===== config.mk =====
export PLATFORM = sky130hd
export DESIGN_NAME = systolic_pe_flat
export DESIGN_NICKNAME = d
export VERILOG_FILES = /design/src/rtl/systolic_pe_if.sv /design/src/rtl/systolic_pe.sv /design/src/flat_wrapper.sv
export SDC_FILE = /design/constraint.sdc
export NUM_CORES = 1
export LEC_CHECK = 0
export CAP_MARGIN = 20
export CORE_ASPECT_RATIO = 0.75
export CORE_UTILIZATION = 50
export CTS_CLUSTER_SIZE = 30
export DETAILED_ROUTE_END_ITERATION = 7
export PLACE_DENSITY = 0.7
export SLEW_MARGIN = 20
export SYNTH_ARGS = -nofsm -noshare
export SYNTH_HDL_FRONTEND = slang
export SYNTH_SLANG_ARGS = --single-unit

===== constraint.sdc =====
create_clock -name clk -period 21.6 [get_ports clk]
set_clock_uncertainty 0.2 [all_clocks]
set_input_delay 2.16 -clock clk [delete_from_list [all_inputs] [get_ports clk]]
set_output_delay 2.16 -clock clk [all_outputs]
set_load 0.1 [all_outputs]

===== src/rtl/systolic_pe_if.sv =====
// Operand, weight-preload and result signals of one systolic PE.
// master drives operands and weights; slave is the PE itself.
interface systolic_pe_if #(
  parameter int DATA_W = 16
);
  logic              en;
  logic              valid_in;
  logic [DATA_W-1:0] iact_in;
  logic [DATA_W-1:0] psum_in;
  logic              w_load;
  logic [DATA_W-1:0] weight;
  logic              valid_out;
  logic [DATA_W-1:0] iact_out;
  logic [DATA_W-1:0] psum_out;
  logic [DATA_W-1:0] weight_out;
  logic              ovf;

  modport master (
    output en, valid_in, iact_in, psum_in, w_load, weight,
    input  valid_out, iact_out, psum_out, weight_out, ovf
  );

  modport slave (
    input  en, valid_in, iact_in, psum_in, w_load, weight,
    output valid_out, iact_out, psum_out, weight_out, ovf
  );
endinterface


===== src/rtl/systolic_pe.sv =====
// Weight-stationary MAC cell: psum_out <= psum_in + iact_in * w_q, one registered hop.
// Latency 1 cycle; en=0 stalls the datapath (weight loads regardless).
module systolic_pe #(
  parameter int DATA_W   = 16,
  parameter bit SATURATE = 1'b1
) (
  input  logic         clk,
  input  logic         rst_n,
  systolic_pe_if.slave pe
);
  localparam int PW = 2 * DATA_W;
  localparam int SW = 2 * DATA_W + 1;

  logic [DATA_W-1:0] w_q;
  logic [DATA_W-1:0] iact_q;
  logic [DATA_W-1:0] psum_q;
  logic              vld_q;
  logic              ovf_q;

  logic [PW-1:0]     iact_x;
  logic [PW-1:0]     w_x;
  logic [PW-1:0]     product;
  logic [SW-1:0]     sum;
  logic [DATA_W+1:0] sum_top;
  logic              oor;
  logic [DATA_W-1:0] psum_d;
  logic              ovf_d;

  always_comb begin
    iact_x  = {{DATA_W{pe.iact_in[DATA_W-1]}}, pe.iact_in};
    w_x     = {{DATA_W{w_q[DATA_W-1]}}, w_q};
    // Low PW bits of the sign-extended product are exact: the full product fits in PW bits.
    product = iact_x * w_x;
    sum     = {{(DATA_W+1){pe.psum_in[DATA_W-1]}}, pe.psum_in} + {product[PW-1], product};
    // In range only when every bit from the sign down to bit DATA_W-1 agrees.
    sum_top = sum[SW-1:DATA_W-1];
    oor     = !((&sum_top) || !(|sum_top));
    psum_d  = sum[DATA_W-1:0];
    if (SATURATE && oor) begin
      psum_d = sum[SW-1] ? {1'b1, {(DATA_W-1){1'b0}}} : {1'b0, {(DATA_W-1){1'b1}}};
    end
    ovf_d = ovf_q | (pe.en & pe.valid_in & oor);
  end

  always_ff @(posedge clk or negedge rst_n) begin
    if (!rst_n) begin
      w_q <= '0;
    end else if (pe.w_load) begin
      w_q <= pe.weight;
    end
  end

  always_ff @(posedge clk or negedge rst_n) begin
    if (!rst_n) begin
      iact_q <= '0;
      psum_q <= '0;
      vld_q  <= 1'b0;
      ovf_q  <= 1'b0;
    end else if (pe.en) begin
      iact_q <= pe.iact_in;
      psum_q <= psum_d;
      vld_q  <= pe.valid_in;
      ovf_q  <= ovf_d;
    end
  end

  assign pe.valid_out  = vld_q;
  assign pe.iact_out   = iact_q;
  assign pe.psum_out   = psum_q;
  assign pe.weight_out = w_q;
  assign pe.ovf        = ovf_q;
endmodule


===== src/flat_wrapper.sv =====
// flat-port wrapper written by rule: the top's interface ports become plain ports
module systolic_pe_flat 
#(
  parameter int DATA_W   = 16,
  parameter bit SATURATE = 1'b1
)
  (clk, rst_n, pe_en, pe_valid_in, pe_iact_in, pe_psum_in, pe_w_load, pe_weight, pe_valid_out, pe_iact_out, pe_psum_out, pe_weight_out, pe_ovf);
  systolic_pe_if #(.DATA_W(DATA_W)) pe_i ();
  input  logic clk;
  input  logic rst_n;
  input wire logic [$bits(pe_i.en)-1:0] pe_en;
  input wire logic [$bits(pe_i.valid_in)-1:0] pe_valid_in;
  input wire logic [$bits(pe_i.iact_in)-1:0] pe_iact_in;
  input wire logic [$bits(pe_i.psum_in)-1:0] pe_psum_in;
  input wire logic [$bits(pe_i.w_load)-1:0] pe_w_load;
  input wire logic [$bits(pe_i.weight)-1:0] pe_weight;
  output wire logic [$bits(pe_i.valid_out)-1:0] pe_valid_out;
  output wire logic [$bits(pe_i.iact_out)-1:0] pe_iact_out;
  output wire logic [$bits(pe_i.psum_out)-1:0] pe_psum_out;
  output wire logic [$bits(pe_i.weight_out)-1:0] pe_weight_out;
  output wire logic [$bits(pe_i.ovf)-1:0] pe_ovf;
  assign pe_i.en = pe_en;
  assign pe_i.valid_in = pe_valid_in;
  assign pe_i.iact_in = pe_iact_in;
  assign pe_i.psum_in = pe_psum_in;
  assign pe_i.w_load = pe_w_load;
  assign pe_i.weight = pe_weight;
  assign pe_valid_out = pe_i.valid_out;
  assign pe_iact_out = pe_i.iact_out;
  assign pe_psum_out = pe_i.psum_out;
  assign pe_weight_out = pe_i.weight_out;
  assign pe_ovf = pe_i.ovf;
  systolic_pe #(.DATA_W(DATA_W), .SATURATE(SATURATE)) u_core (.clk(clk), .rst_n(rst_n), .pe(pe_i));
endmodule

==> results by stage, run 1 <==
Detailed routing:
- The final wirelength is 33.9 mm.
- The average wire per cell in the routed design is between 15 and 20 um.
- The first detailed-routing pass ran for 5 iterations.
- For this run, design rule violations remaining after detail routing come to 0.
- Dividing the detail-routed via count by the number of cells gives 5.51.
- The number of nets with antenna violations after routing is 0.
- The first routing iteration left 757 violations.
- The total number of vias is 9851.

Clock network:
- Gates resized during post-CTS repair numbered 0.
- Clock latency on the worst-skew pair, taken at its later pin, is 0.31 ns.
- For this design, the sink count on the clock tree is 50.
- After clock tree synthesis, the flow added hold-fix buffers numbering 0.
- CTS built an H-tree with a depth of 2.
- Counting along the longest clock path gives a buffer depth of 2.
- The cell sitting at the root of the clock tree is a sky130_fd_sc_hd__clkbuf_16.
- The CTS clock-pin slew for the worst setup and hold paths is 0.07 ns.
- After clock tree synthesis, the setup repair step added 0 buffers.
- TritonCTS built the clock tree.
- The number of clock buffers added by TritonCTS is 5.

Final layout:
- Leaving out fill and tap cells, the most frequent cells in the layout are sky130_fd_sc_hd__inv_1, sky130_fd_sc_hd__fa_1, sky130_fd_sc_hd__nand2_1.
- 0 antenna diodes ended up in the layout.
- The post-route cell area is 14500 um^2.
- Once layout is complete, the utilization of the core stands at 57.2%.
- In the final layout, the share of cells above drive strength 1 is 4.42%.
- The net count of the finished layout is 1872.
- The post-synthesis to final-layout area growth is 10.6%.
- Once layout is complete, the cells apart from fillers number 1787.
- The library cell used most frequently in the layout, excluding fill and tap cells, is sky130_fd_sc_hd__inv_1.

Placement:
- The half-perimeter wire length of the detailed placement result is 27.7 mm.
- Including well taps, the total number of placed cells is around 1800.
- The count of buffers added on input and output ports is 102.
- Routability-driven placement finished with a final weighted congestion of 0.898.
- Once placement finished, the instance area stood at between 10000 and 15000 um^2.

Global route:
- In the global route stage, overall resource usage came out at 27.2%.
- The remaining global-route overflow is 0.
- The initial antenna violation count is 0.
- The first global-routing pass estimated 57.0 mm of wire.
- The via count of the first global-routing pass is 10200.
- The maximum number of pins on one net before global-route repair is 51.

Synthesis:
- The average instance in the mapped netlist occupies 9.43 um^2.
- The number of warnings printed during yosys synthesis is 0.
- The cell area after synthesis is roughly 13000 um^2.
- The post-synthesis instance total is 1390.
- The primary flip-flop cell chosen by synthesis mapping is sky130_fd_sc_hd__dfrtp_1.
- The synthesized design spends more area on one cell type than any other, namely sky130_fd_sc_hd__fa_1.
- By area the synthesized netlist is led by sky130_fd_sc_hd__fa_1, sky130_fd_sc_hd__dfrtp_1, sky130_fd_sc_hd__inv_1.
- The synthesized netlist net count is 1814.
- The post-synthesis sequential element count is 50.
- In this run, synthesis inferred 0 flip-flops with an integrated enable.
- After synthesis, flip-flops and latches occupy under 10% of the total area.
- For this run, asynchronously set or reset flops after synthesis account for 100%.
- Synthesis instantiated 70 different standard cells from the library.
- The proportion of netlist area held by the largest area contributor is between 40% and 50%.

Flow run:
- The max-capacitance violation count is 0.

Setup path:
- The critical setup path kind is primary input to flip-flop.
- At the worst endpoint, the arrival time is 10.07 ns.
- Counting cells, the worst reg-to-reg path comes to 20.
- The startpoint class of the critical path is a primary input.
- STA classifies the critical path endpoint as a flip-flop.
- For the worst setup path, the data required time is 21.54 ns.
- The largest fanout on the critical path is 17.

Timing:
- Setup repair after global routing left no endpoint under its margin.
- For the final routed database, the setup TNS stands at 0 ns.
- The time the worst path needs with I/O delays and setup is 10.14 ns.
- The worst-margin pin slew is 1.06 ns.
- The share of the clock period used by the worst path after layout is 46.9%.
- In this run the tightest slew margin relative to its limit is 28.9%.
- The total setup violations reported at the end of the flow is 0.
- The total count of hold-check failures in the final report is 0.
- The number of pins exceeding their max-slew limit in the final report is 0.
- The maximum achievable frequency is roughly 100 MHz.

Die:
- The count of pins on the block boundary is between 100 and 150.
- The core box area is 25300 um^2.
- The die width is 189 um.
- The starting density of the core is 51.7%.
- The die covers approximately 27000 um^2.
- The floorplan has 50 rows.
- The die is 142 um tall.

Worst hold path:
- The tightest min-delay check is of the flip-flop to flip-flop type.
- Counting instances, the worst hold path has a depth of 2.

Status:
- The flow ran to the end, and the final reports show no timing, DRC or antenna violations.
-- worst max-delay path: stages --
cell and delay, ns:
sky130_fd_sc_hd__clkdlybuf4s50_1 0.74, sky130_fd_sc_hd__nand2_1 0.25, sky130_fd_sc_hd__inv_1 0.11, sky130_fd_sc_hd__fa_1 0.74, sky130_fd_sc_hd__inv_1 0.12, sky130_fd_sc_hd__fa_1 0.49, sky130_fd_sc_hd__inv_1 0.33, sky130_fd_sc_hd__fa_1 0.52
sky130_fd_sc_hd__fa_1 0.57, sky130_fd_sc_hd__fa_1 0.44, sky130_fd_sc_hd__fa_1 0.46, sky130_fd_sc_hd__ha_1 0.36, sky130_fd_sc_hd__o21a_1 0.15, sky130_fd_sc_hd__a21o_1 0.25, sky130_fd_sc_hd__or2_4 0.28, sky130_fd_sc_hd__nor4_1 0.33
sky130_fd_sc_hd__nor3_2 0.09, sky130_fd_sc_hd__nor4_1 0.32, sky130_fd_sc_hd__nand4_1 0.64, sky130_fd_sc_hd__o41ai_1 0.55, sky130_fd_sc_hd__a221oi_1 0.14
-- kinds of logic after synthesis --
| group | count (synthesis) | share of synthesized area (%) |
|---|---|---|
| adders and majority gates | 371 | 51.8 |
| and+or+nand+nor | 396 | 15.4 |
| xor gates and xnor gates | 22 | 1.47 |
| muxes | 33 | 2.82 |
| AOI/OAI and AO/OA | 159 | 8.44 |
| buffers and inverters | 359 | 10.6 |
| DFF | 50 | 9.54 |
-- sequential cells by signal, indices dropped and copies added, names as in the netlist --
signal and count:
u_core.pe.iact_out 16, u_core.pe.ovf 1, u_core.pe.psum_out 16, u_core.pe.valid_out 1
u_core.pe.weight_out 16
-- stage by stage --
stage               setup WS [ns]  hold slack [ns]
CTS                         11.55            0.296
global route                10.94            0.325
finish                      11.46            0.282
global placement            11.32            0.271
detailed placement          11.26            0.273
floorplan                   12.87            0.763
-- metal layers --
layer | track usage, % | part of all wire, %
met1 | 43.6 | 49
met2 | 39.6 | 43
met3 | 5.15 | 8.0
met4 | 1.78 | 0.35
met5 | 0 | 0
-- final timing paths --
| kind | from | to | slack, ns |
|---|---|---|---|
| worst max-delay path | pe_iact_in[15] | u_core.pe.psum_out[14] | 11.46 |
| worst min-delay path | u_core.pe.ovf | u_core.pe.ovf | 0.28 |
| worst max register to register | u_core.pe.weight_out[1] | u_core.pe.psum_out[14] | 13.37 |
| worst min register to register | u_core.pe.ovf | u_core.pe.ovf | 0.28 |
| max in group asynchronous | rst_n | u_core.pe.iact_out[15] | 18.92 |
| min in group asynchronous | rst_n | u_core.pe.valid_out | 1.77 |
-- layout make-up --
type,instances,area [um^2]
Clock inverter,3,23.8
Multi-Input combinational cell,981,10500
Timing Repair Buffer,109,1060
Clock buffer,5,125
Fill cell,2254,10800
Sequential cell,50,1250
Tap cell,338,423
Inverter,301,1130
-- cell usage after synthesis, types with 3 or more instances --
cell	instances
sky130_fd_sc_hd__nand3_1	10
sky130_fd_sc_hd__a211oi_1	11
sky130_fd_sc_hd__and3_1	5
sky130_fd_sc_hd__o21bai_1	3
sky130_fd_sc_hd__inv_1	301
sky130_fd_sc_hd__clkbuf_1	44
sky130_fd_sc_hd__mux2_2	31
sky130_fd_sc_hd__o211a_1	4
sky130_fd_sc_hd__buf_6	3
sky130_fd_sc_hd__nand2_1	151
sky130_fd_sc_hd__nor4_1	22
sky130_fd_sc_hd__o21ai_0	32
sky130_fd_sc_hd__nand2b_1	8
sky130_fd_sc_hd__o211ai_1	7
sky130_fd_sc_hd__a21oi_1	33
sky130_fd_sc_hd__or3_1	3
sky130_fd_sc_hd__fa_1	286
sky130_fd_sc_hd__o32ai_1	14
sky130_fd_sc_hd__a21o_1	10
sky130_fd_sc_hd__xor2_1	6
sky130_fd_sc_hd__ha_1	85
sky130_fd_sc_hd__o22ai_1	3
sky130_fd_sc_hd__dfrtp_1	50
sky130_fd_sc_hd__buf_2	8
sky130_fd_sc_hd__o31ai_1	4
sky130_fd_sc_hd__and2_1	121
sky130_fd_sc_hd__o21a_1	7
sky130_fd_sc_hd__nor3_1	13
sky130_fd_sc_hd__xnor2_1	16
sky130_fd_sc_hd__a21boi_0	3
sky130_fd_sc_hd__nor2_1	38
sky130_fd_sc_hd__nand4_1	9
Power of run 1 is not shown: default switching activity piles up to over one toggle a cycle in this logic, so the estimate is an artifact.
==> inputs of run 2 (changes only) <==
- clock period: 21.6 -> 10.1 ns (I/O delays scaled with it)
==> run 2 against run 1 <==
Sequential share of layout area is essentially flat. Cell count grew 0.22%. Worst setup slack lost 10 ns. Design area grew 0.33%. Worst hold slack gained 0.0096 ns. Critical path depth grew 1. Non-clock buffer count grew 4. Global-route usage grew 0.18 points. Via count is essentially flat. Critical path type unchanged. Largest cell class unchanged.
==> results by stage, run 2 (synthesis results as in run 1) <==
Status:
- Status: complete, no violations (unchanged).

Global route:
- The via count of the first global-routing pass is 10400 (was 10200).
- The global-route wire length before repair is 56.9 mm (was 57.0 mm).
- The total global-route track usage was 27.4% (was 27.2%).
- The remaining global-route overflow came to 0 (unchanged).
- The maximum number of pins on one net before global-route repair came to 51 (unchanged).
- The initial antenna violation count came to 0 (unchanged).

Clock network:
- The CTS clock-pin slew for the worst setup and hold paths is 0.07 ns (about the same).
- The TritonCTS clock tree was yes (unchanged).
- The clock sink total is 50 (unchanged).
- The number of buffers on the longest clock path is 2 (unchanged).
- The clock insertion delay at the later pin of the skew report is 0.31 ns (about the same).
- The number of buffers created by CTS is 5 (unchanged).
- The post-cts sizing count is 0 (unchanged).
- The post-CTS setup buffer count is 0 (unchanged).
- The hold-fix buffer count after cts is 0 (unchanged).
- The clock root buffer is sky130_fd_sc_hd__clkbuf_16 (unchanged).
- The maximum level of the CTS H-tree came to 2 (unchanged).

Detailed routing:
- The final wirelength is 34.1 mm (was 33.9 mm).
- The via count normalized by instance count is 5.50 (was 5.51).
- The first-pass detailed-route iteration total is 7 (was 5).
- The number of DRC markers in iteration 0 is 758 (was 757).
- The post-detailed-route DRC marker count was 0 (unchanged).
- The average wire per cell in the routed design was 19.0 um (about the same).
- The number of nets with antenna violations after routing was 0 (unchanged).
- The total number of vias was 9848 (was 9851).

Final layout:
- The post-route cell area is 14500 um^2 (about the same).
- The diode insertion count for antenna repair is 0 (unchanged).
- The fill cell instance count of the final layout was 2184 (was 2254).
- The net count of the finished layout is 1876 (was 1872).
- The fraction of layout instances using a drive strength above 1 was 4.61% (was 4.42%).
- The footprint of the flip-flops and latches is 1250 um^2 (unchanged).
- The post-synthesis to final-layout area growth is 10.9% (was 10.6%).
- Commonest non-fill, non-tap cells in the layout: sky130_fd_sc_hd__inv_1, sky130_fd_sc_hd__fa_1, sky130_fd_sc_hd__nand2_1 (unchanged).
- The leading cell type in the layout, fill and taps excluded is sky130_fd_sc_hd__inv_1 (unchanged).
- The area taken by multi-input logic gates was 10500 um^2 (unchanged).

Die:
- The total number of placement rows was 50 (unchanged).
- The die boundary height came to 142 um (unchanged).
- The core box area is 25300 um^2 (unchanged).
- The starting density of the core is 51.7% (unchanged).
- The count of pins on the block boundary was 103 (unchanged).
- The floorplan die area is 26900 um^2 (unchanged).
- The die width came to 189 um (unchanged).

Worst hold path:
- The launch instance of the worst min-delay path is u_core.pe.ovf (unchanged).
- The worst min-delay path endpoint is u_core.pe.ovf (unchanged).
- The type of the tightest min-delay check was flip-flop to flip-flop (unchanged).
- The number of cells on the worst hold path is 2 (unchanged).

Flow run:
- The max-capacitance violation count is 0 (unchanged).

Setup path:
- The startpoint class of the critical path is a primary input (unchanged).
- The capture point of the worst reg-to-reg path is u_core.pe.psum_out[14] (unchanged).
- The startpoint of the most critical register-to-register path is u_core.pe.weight_out[1] (unchanged).
- The capturing element type of the critical path is a flip-flop (unchanged).
- The dominant cell type by count on the critical path is sky130_fd_sc_hd__fa_1 (unchanged).
- The total stage count of the critical path is 22 (was 21).
- The arrival time at the worst endpoint is 8.81 ns (was 10.07 ns).
- The reg2reg setup slack is 1.96 ns (was 13.37 ns).
- The worst reg-to-reg path cell count came to 20 (unchanged).
- The critical setup path kind is primary input to flip-flop (unchanged).
- The largest fanout on the critical path is 17 (unchanged).
- The number of buffers and inverters on the critical path came to 5 (was 4).
- List of cells traversed by the critical path: clkdlybuf4s50_1, and2_1, fa_1, inv_1, fa_1, fa_1, inv_1, fa_1, fa_1, inv_1, fa_1, inv_1, ha_1, a21oi_1, o21ai_0, a31oi_2, a21o_1, a21oi_1, o311ai_0, nand3_1, nor4_1, o32ai_1 (was clkdlybuf4s50_1, nand2_1, inv_1, fa_1, inv_1, fa_1, inv_1, fa_1, fa_1, fa_1, fa_1, ha_1, o21a_1, a21o_1, or2_4, nor4_1, nor3_2, nor4_1, nand4_1, o41ai_1, a221oi_1).
- The largest incremental delay on the critical path is 0.78 ns (was 0.74 ns).
- The category of cells accounting for the largest share of critical-path delay is adder cells (unchanged).
- The highest-delay cell along the critical path is sky130_fd_sc_hd__clkdlybuf4s50_1 (unchanged).
- The endpoint required time on the critical path came to 10.04 ns (was 21.54 ns).

Timing:
- The max-slew headroom at the worst pin is 27.2% (was 28.9%).
- The total negative slack is 0 ns (unchanged).
- Timing would allow up to between 100 and 150 MHz.
- The total count of hold-check failures in the final report was 0 (unchanged).
- The total setup violations reported at the end of the flow is 0 (unchanged).
- For the finished layout, the period the worst path requires is 8.87 ns.
- The share of the clock period used by the worst path after layout is between 80% and 90%.
- The number of pins exceeding their max-slew limit in the final report is 0 (unchanged).
- Setup repair after global routing missed its margin: no (unchanged).
- The worst-margin pin slew is 1.09 ns (was 1.06 ns).

Placement:
- The routability congestion estimate came to 0.932 (was 0.898).
- The area after detailed placement is 14400 um^2 (was 14300 um^2).
- The count of buffers from port buffering came to 102 (unchanged).
- The half-perimeter wire length of the detailed placement result came to 28.6 mm (was 27.7 mm).
## run 2: tightest hold or removal path, stage by stage (launching register included)
cell                      delay [ns]
sky130_fd_sc_hd__dfrtp_1        0.36
sky130_fd_sc_hd__inv_1          0.04
sky130_fd_sc_hd__o31ai_1        0.05
## run 2: metrics by stage
stage | hold WS [ns] | std cells | util (%) | setup WS, ns
after floorplan | 0.514 | 1390 | - | 2.52
after global placement | 0.270 | 1783 | 56.7 | 1.06
after detailed placement | 0.275 | 1783 | 56.7 | 0.980
after CTS | 0.296 | 1791 | 57.4 | 1.27
after global routing | 0.322 | 1791 | 57.4 | 0.731
final | 0.292 | 1791 | 57.4 | 1.23
## run 2: metal layers
| metal | part of all wire, % | routed length, um | GRT usage (%) | vias to the layer above |
|---|---|---|---|---|
| met2 | 42 | 14400 | 39.8 | 348 |
| met1 | 49 | 16700 | 43.2 | 5032 |
| met3 | 7.9 | 2680 | 5.79 | 25 |
| met4 | 0.96 | 327 | 2.67 | 0 |
| met5 | 0 | 0 | 0 | - |
| li1 | - | - | - | 4443 |
## run 2: layout make-up
cell class,instances,area share [%]
well taps,338,2.91
repair buffers,113,7.52
clock buffers,6,0.886
flip-flops and latches,50,8.60
multi-input cells,981,72.1
clock inverters,2,0.258
inverters,301,7.77
## run 2: worst max-delay path by stage
stage	startpoint	end	slack (ns)
global placement	pe_iact_in[9]	u_core.pe.psum_out[14]	1.06
CTS	pe_iact_in[9]	u_core.pe.psum_out[5]	1.27
floorplan	pe_iact_in[15]	u_core.pe.psum_out[10]	2.52
detailed placement	pe_iact_in[11]	u_core.pe.psum_out[5]	0.98
finish	pe_iact_in[9]	u_core.pe.psum_out[5]	1.23
global route	pe_iact_in[6]	u_core.pe.psum_out[11]	0.73
Power of run 2 is left out for the same reason.
==> edit 1: new RTL, settings of run 2 <==
`DATA_W` is set to 16 in 3 places; all go to 14.
--- a/src/rtl/systolic_pe_if.sv
+++ b/src/rtl/systolic_pe_if.sv
@@ -1,7 +1,7 @@
 // Operand, weight-preload and result signals of one systolic PE.
 // master drives operands and weights; slave is the PE itself.
 interface systolic_pe_if #(
-  parameter int DATA_W = 16
+  parameter int DATA_W = 14
 );
   logic              en;
   logic              valid_in;
--- a/src/rtl/systolic_pe.sv
+++ b/src/rtl/systolic_pe.sv
@@ -1,7 +1,7 @@
 // Weight-stationary MAC cell: psum_out <= psum_in + iact_in * w_q, one registered hop.
 // Latency 1 cycle; en=0 stalls the datapath (weight loads regardless).
 module systolic_pe #(
-  parameter int DATA_W   = 16,
+  parameter int DATA_W   = 14,
   parameter bit SATURATE = 1'b1
 ) (
   input  logic         clk,
--- a/src/flat_wrapper.sv
+++ b/src/flat_wrapper.sv
@@ -1,7 +1,7 @@
 // flat-port wrapper written by rule: the top's interface ports become plain ports
 module systolic_pe_flat 
 #(
-  parameter int DATA_W   = 16,
+  parameter int DATA_W   = 14,
   parameter bit SATURATE = 1'b1
 )
   (clk, rst_n, pe_en, pe_valid_in, pe_iact_in, pe_psum_in, pe_w_load, pe_weight, pe_valid_out, pe_iact_out, pe_psum_out, pe_weight_out, pe_ovf);
Ports: changed (6 resized); port bits go from 103 to 91. The function was not compared with the original's and may differ.
==> edit 1 against run 2 <==
  * Sequential share of layout area up 0.91 points
  * Setup slack improved by 0.42 ns
  * Wire length shrank 27%
  * Area after synthesis shrank 21%
  * Final cell count decreased by 22%
  * Cell area down 20%
  * Via count shrank 24%
  * Non-clock buffer count is 22 lower
  * Sequential cell count down 6
Power is left out: the tool's default activity adds up to more than one toggle a clock period on the data nets, which glitch-free logic cannot reach.
==> edit 1: results <==
export IMPL_outcome="completed"
export IMPL_slowest_stage="fa_1"
export IMPL_yosys_top_cells_count="inv_1 (233), fa_1 (214), nand2_1 (120)"
export IMPL_synthAdderAreaFrac_pct=51.2
export IMPL_maxSlewHeadroom_pct=32.8
export IMPL_min_delay_start="u_core.pe.valid_out$_DFFE_PN0P_"
export IMPL_drt_met1_wl_mm=12.5
export IMPL_wl_met2_mm=10.4
export IMPL_whs_ns=0.301
export IMPL_grt_max_degree=45
export IMPL_hold_end="u_core.pe.valid_out$_DFFE_PN0P_"
export IMPL_final_nets=1478
export IMPL_wirelength_mm=24.7
export IMPL_max_stage_delay_ns=0.90
export IMPL_synthCells=1081
export IMPL_vias=7469
export IMPL_wl_met3_mm=1.73
export IMPL_ff2ff_path_depth=21
export IMPL_drt_iter0_markers=519
export IMPL_syn_nets=1423
export IMPL_reg2reg_to="u_core.pe.psum_out[6]$_DFFE_PN0P_"
export IMPL_cp_startpoint="pe_iact_in[13]"
export IMPL_reg2reg_setup_slack_ns=2.48
export IMPL_drive_gt1_share_pct=5.28
export IMPL_synth_mux_area_share_pct=3.04
edit 1: layer usage:
layer | global-route usage, % | vias up
met4 | 2.57 | 0
met1 | 39.1 | 3765
met5 | 0 | -
met3 | 5.21 | 14
met2 | 37.0 | 221
li1 | - | 3469
edit 1: layout make-up:
| class | instances | area [µm²] |
|---|---|---|
| Fill cell | 1771 | 8690 |
| Multi-Input combinational cell | 761 | 8200 |
| Sequential cell | 44 | 1100 |
| Timing Repair Buffer | 91 | 906 |
| Inverter | 233 | 875 |
| Tap cell | 258 | 323 |
| Clock buffer | 5 | 125 |
| Clock inverter | 3 | 46.3 |
edit 1: per-stage QoR:
stage | setup WS (ns) | cell area, µm²
after floorplan | 2.65 | 10300
after global placement | 1.64 | 11400
after detailed placement | 1.34 | 11400
after CTS | 1.66 | 11600
after global routing | 1.11 | 11600
final | 1.65 | 11600
==> edit 2: new RTL, config.mk and constraints of run 2 <==
Made on the original files. Reset style: synchronous (`rst_n`), changed in 2 clocked blocks.
--- a/src/rtl/systolic_pe.sv
+++ b/src/rtl/systolic_pe.sv
@@ -42,7 +42,7 @@
     ovf_d = ovf_q | (pe.en & pe.valid_in & oor);
   end
 
-  always_ff @(posedge clk or negedge rst_n) begin
+  always_ff @(posedge clk) begin
     if (!rst_n) begin
       w_q <= '0;
     end else if (pe.w_load) begin
@@ -50,7 +50,7 @@
     end
   end
 
-  always_ff @(posedge clk or negedge rst_n) begin
+  always_ff @(posedge clk) begin
     if (!rst_n) begin
       iact_q <= '0;
       psum_q <= '0;
Behaviour: not the same (Yosys sat finds a counterexample within 4 cycles, from zero or initial values and one cycle with rst_n low; the reset may be asserted at any time).
==> edit 2 against run 2 <==
  * Sequential cell count is the same
  * Area after synthesis fell by 1.4%
  * Register-to-register slack worse by 0.33 ns
  * Via count down 1.9%
  * Cell area fell by 1.2%
  * Wire length about the same
  * Setup slack worse by 0.089 ns
  * Final cell count rose by 0.50%
  * First-iteration DRC count shrank 25%
  * Worst hold slack about the same
  * Utilization down 0.26 points
  * Critical path type unchanged
  * Largest cell class unchanged
Power is not shown: default switching activity piles up to over one toggle a cycle in this logic, so the estimate is an artifact.
==> edit 2: results <==
export IMPL_multi_input_area_mm2=0.0106
export IMPL_async_flop_share_pct=0
export IMPL_final_nets=1885
export IMPL_outcome="completed"
export IMPL_grt_util_met3_pct=4.33
export IMPL_multi_input_cells=1007
export IMPL_whs_ns=0.292
export IMPL_met2_usage_pct=40.9
export IMPL_yosys_top_cells_count="fa_1 (286), inv_1 (283), nand2_1 (148)"
export IMPL_clk_pin_slew_ns=0.07
export IMPL_yosysTopAreaCell="fa_1"
export IMPL_antenna_found_initial=0
export IMPL_area_share_nonclk_buffers_pct=7.70
export IMPL_drt_iter0_markers=572
export IMPL_final_clk_cell_share_pct=1.05
export IMPL_reg2reg_setup_slack_ns=1.63
export IMPL_design_area_mm2=0.0144
export IMPL_synth_area_leaders="fa_1 (44%), ha_1 (8.2%), inv_1 (8.2%), dfxtp_1 (7.7%), and2_1 (6.2%)"
export IMPL_min_delay_start="u_core.pe.psum_out[15]$_SDFFE_PN0P_"
export IMPL_num_nonclk_inverters=283
export IMPL_synthCells=1399
export IMPL_grt_pass1_vias=10100
export IMPL_grt_pass1_wl_mm=56.8
export IMPL_maxSlewHeadroom_pct=26.1
export IMPL_reg2reg_from="u_core.pe.weight_out[1]$_SDFFE_PN0P_"
export IMPL_pre_cts_ws_ns=0.889
export IMPL_grt_max_degree=47
export IMPL_cts_buffers=5
export IMPL_wl_met3_mm=2.32
export IMPL_via_per_inst=5.37
export IMPL_max_stage_delay_ns=0.99
export IMPL_reg2reg_to="u_core.pe.psum_out[11]$_SDFFE_PN0P_"
export IMPL_clock_latency_ns=0.30
export IMPL_grtUsageMet1_pct=43.8
export IMPL_register_area_mm2=0.00100
export IMPL_drt_met1_wl_mm=16.8
export IMPL_wirelength_mm=34.1
export IMPL_fillers=2234
export IMPL_globalplace_congestion=0.913
export IMPL_multi_input_area_share_pct=73.9
export IMPL_grt_usage_pct=27.7
export IMPL_crit_family="adder cells"
export IMPL_buffers=114
export IMPL_wl_met2_mm=14.6
export IMPL_yosysSeqAreaShare_pct=7.75
export IMPL_port_buffers=102
export IMPL_arrival_ns=8.92
export IMPL_cts_repair_resized=0
export IMPL_drive_gt1_share_pct=2.33
export IMPL_final_cells=1800
export IMPL_synth_main_ff_cell="dfxtp_1"
export IMPL_place_detailed_hpwl_mm=27.9
export IMPL_hold_end="u_core.pe.psum_out[15]$_SDFFE_PN0P_"
export IMPL_ys_types=64
export IMPL_firstDrtPassIters=4
export IMPL_ff2ff_path_depth=21
## edit 2: cell families (layout without fill, tap and decap cells)
family / count (synthesis) / after routing / synth area share, %
AOI/OAI and AO/OA: 132 / 132 / 7.30
buffers and inverters: 342 / 405 / 10.0
DFF: 50 / 50 / 7.75
and+or+nand+nor: 444 / 444 / 18.0
adders and majority gates: 371 / 371 / 52.5
muxes: 34 / 34 / 2.63
xor gates and xnor gates: 26 / 26 / 1.76
## edit 2: worst max path at each step
| stage | start | end | slack (ns) | cells past startpoint |
|---|---|---|---|---|
| floorplan | u_core.pe.weight_out[1]$_SDFFE_PN0P_ | u_core.pe.psum_out[10]$_SDFFE_PN0P_ | 2.17 | 23 |
| global placement | pe_iact_in[15] | u_core.pe.psum_out[14]$_SDFFE_PN0P_ | 1.00 | 23 |
| detailed placement | pe_iact_in[8] | u_core.pe.psum_out[10]$_SDFFE_PN0P_ | 0.89 | 23 |
| CTS | pe_iact_in[8] | u_core.pe.psum_out[11]$_SDFFE_PN0P_ | 1.18 | 23 |
| global route | pe_iact_in[6] | u_core.pe.psum_out[10]$_SDFFE_PN0P_ | 0.64 | 25 |
| finish | pe_iact_in[8] | u_core.pe.psum_out[11]$_SDFFE_PN0P_ | 1.14 | 23 |
## edit 2: worst register-to-register path, delay by kind of cell (launching register included)
| kind | cells | cell delay [ns] |
|---|---|---|
| fa+ha+maj | 7 | 3.33 |
| buf+inv | 3 | 0.65 |
| simple gates | 4 | 1.33 |
| flops | 1 | 0.94 |
| compound gates | 7 | 1.89 |
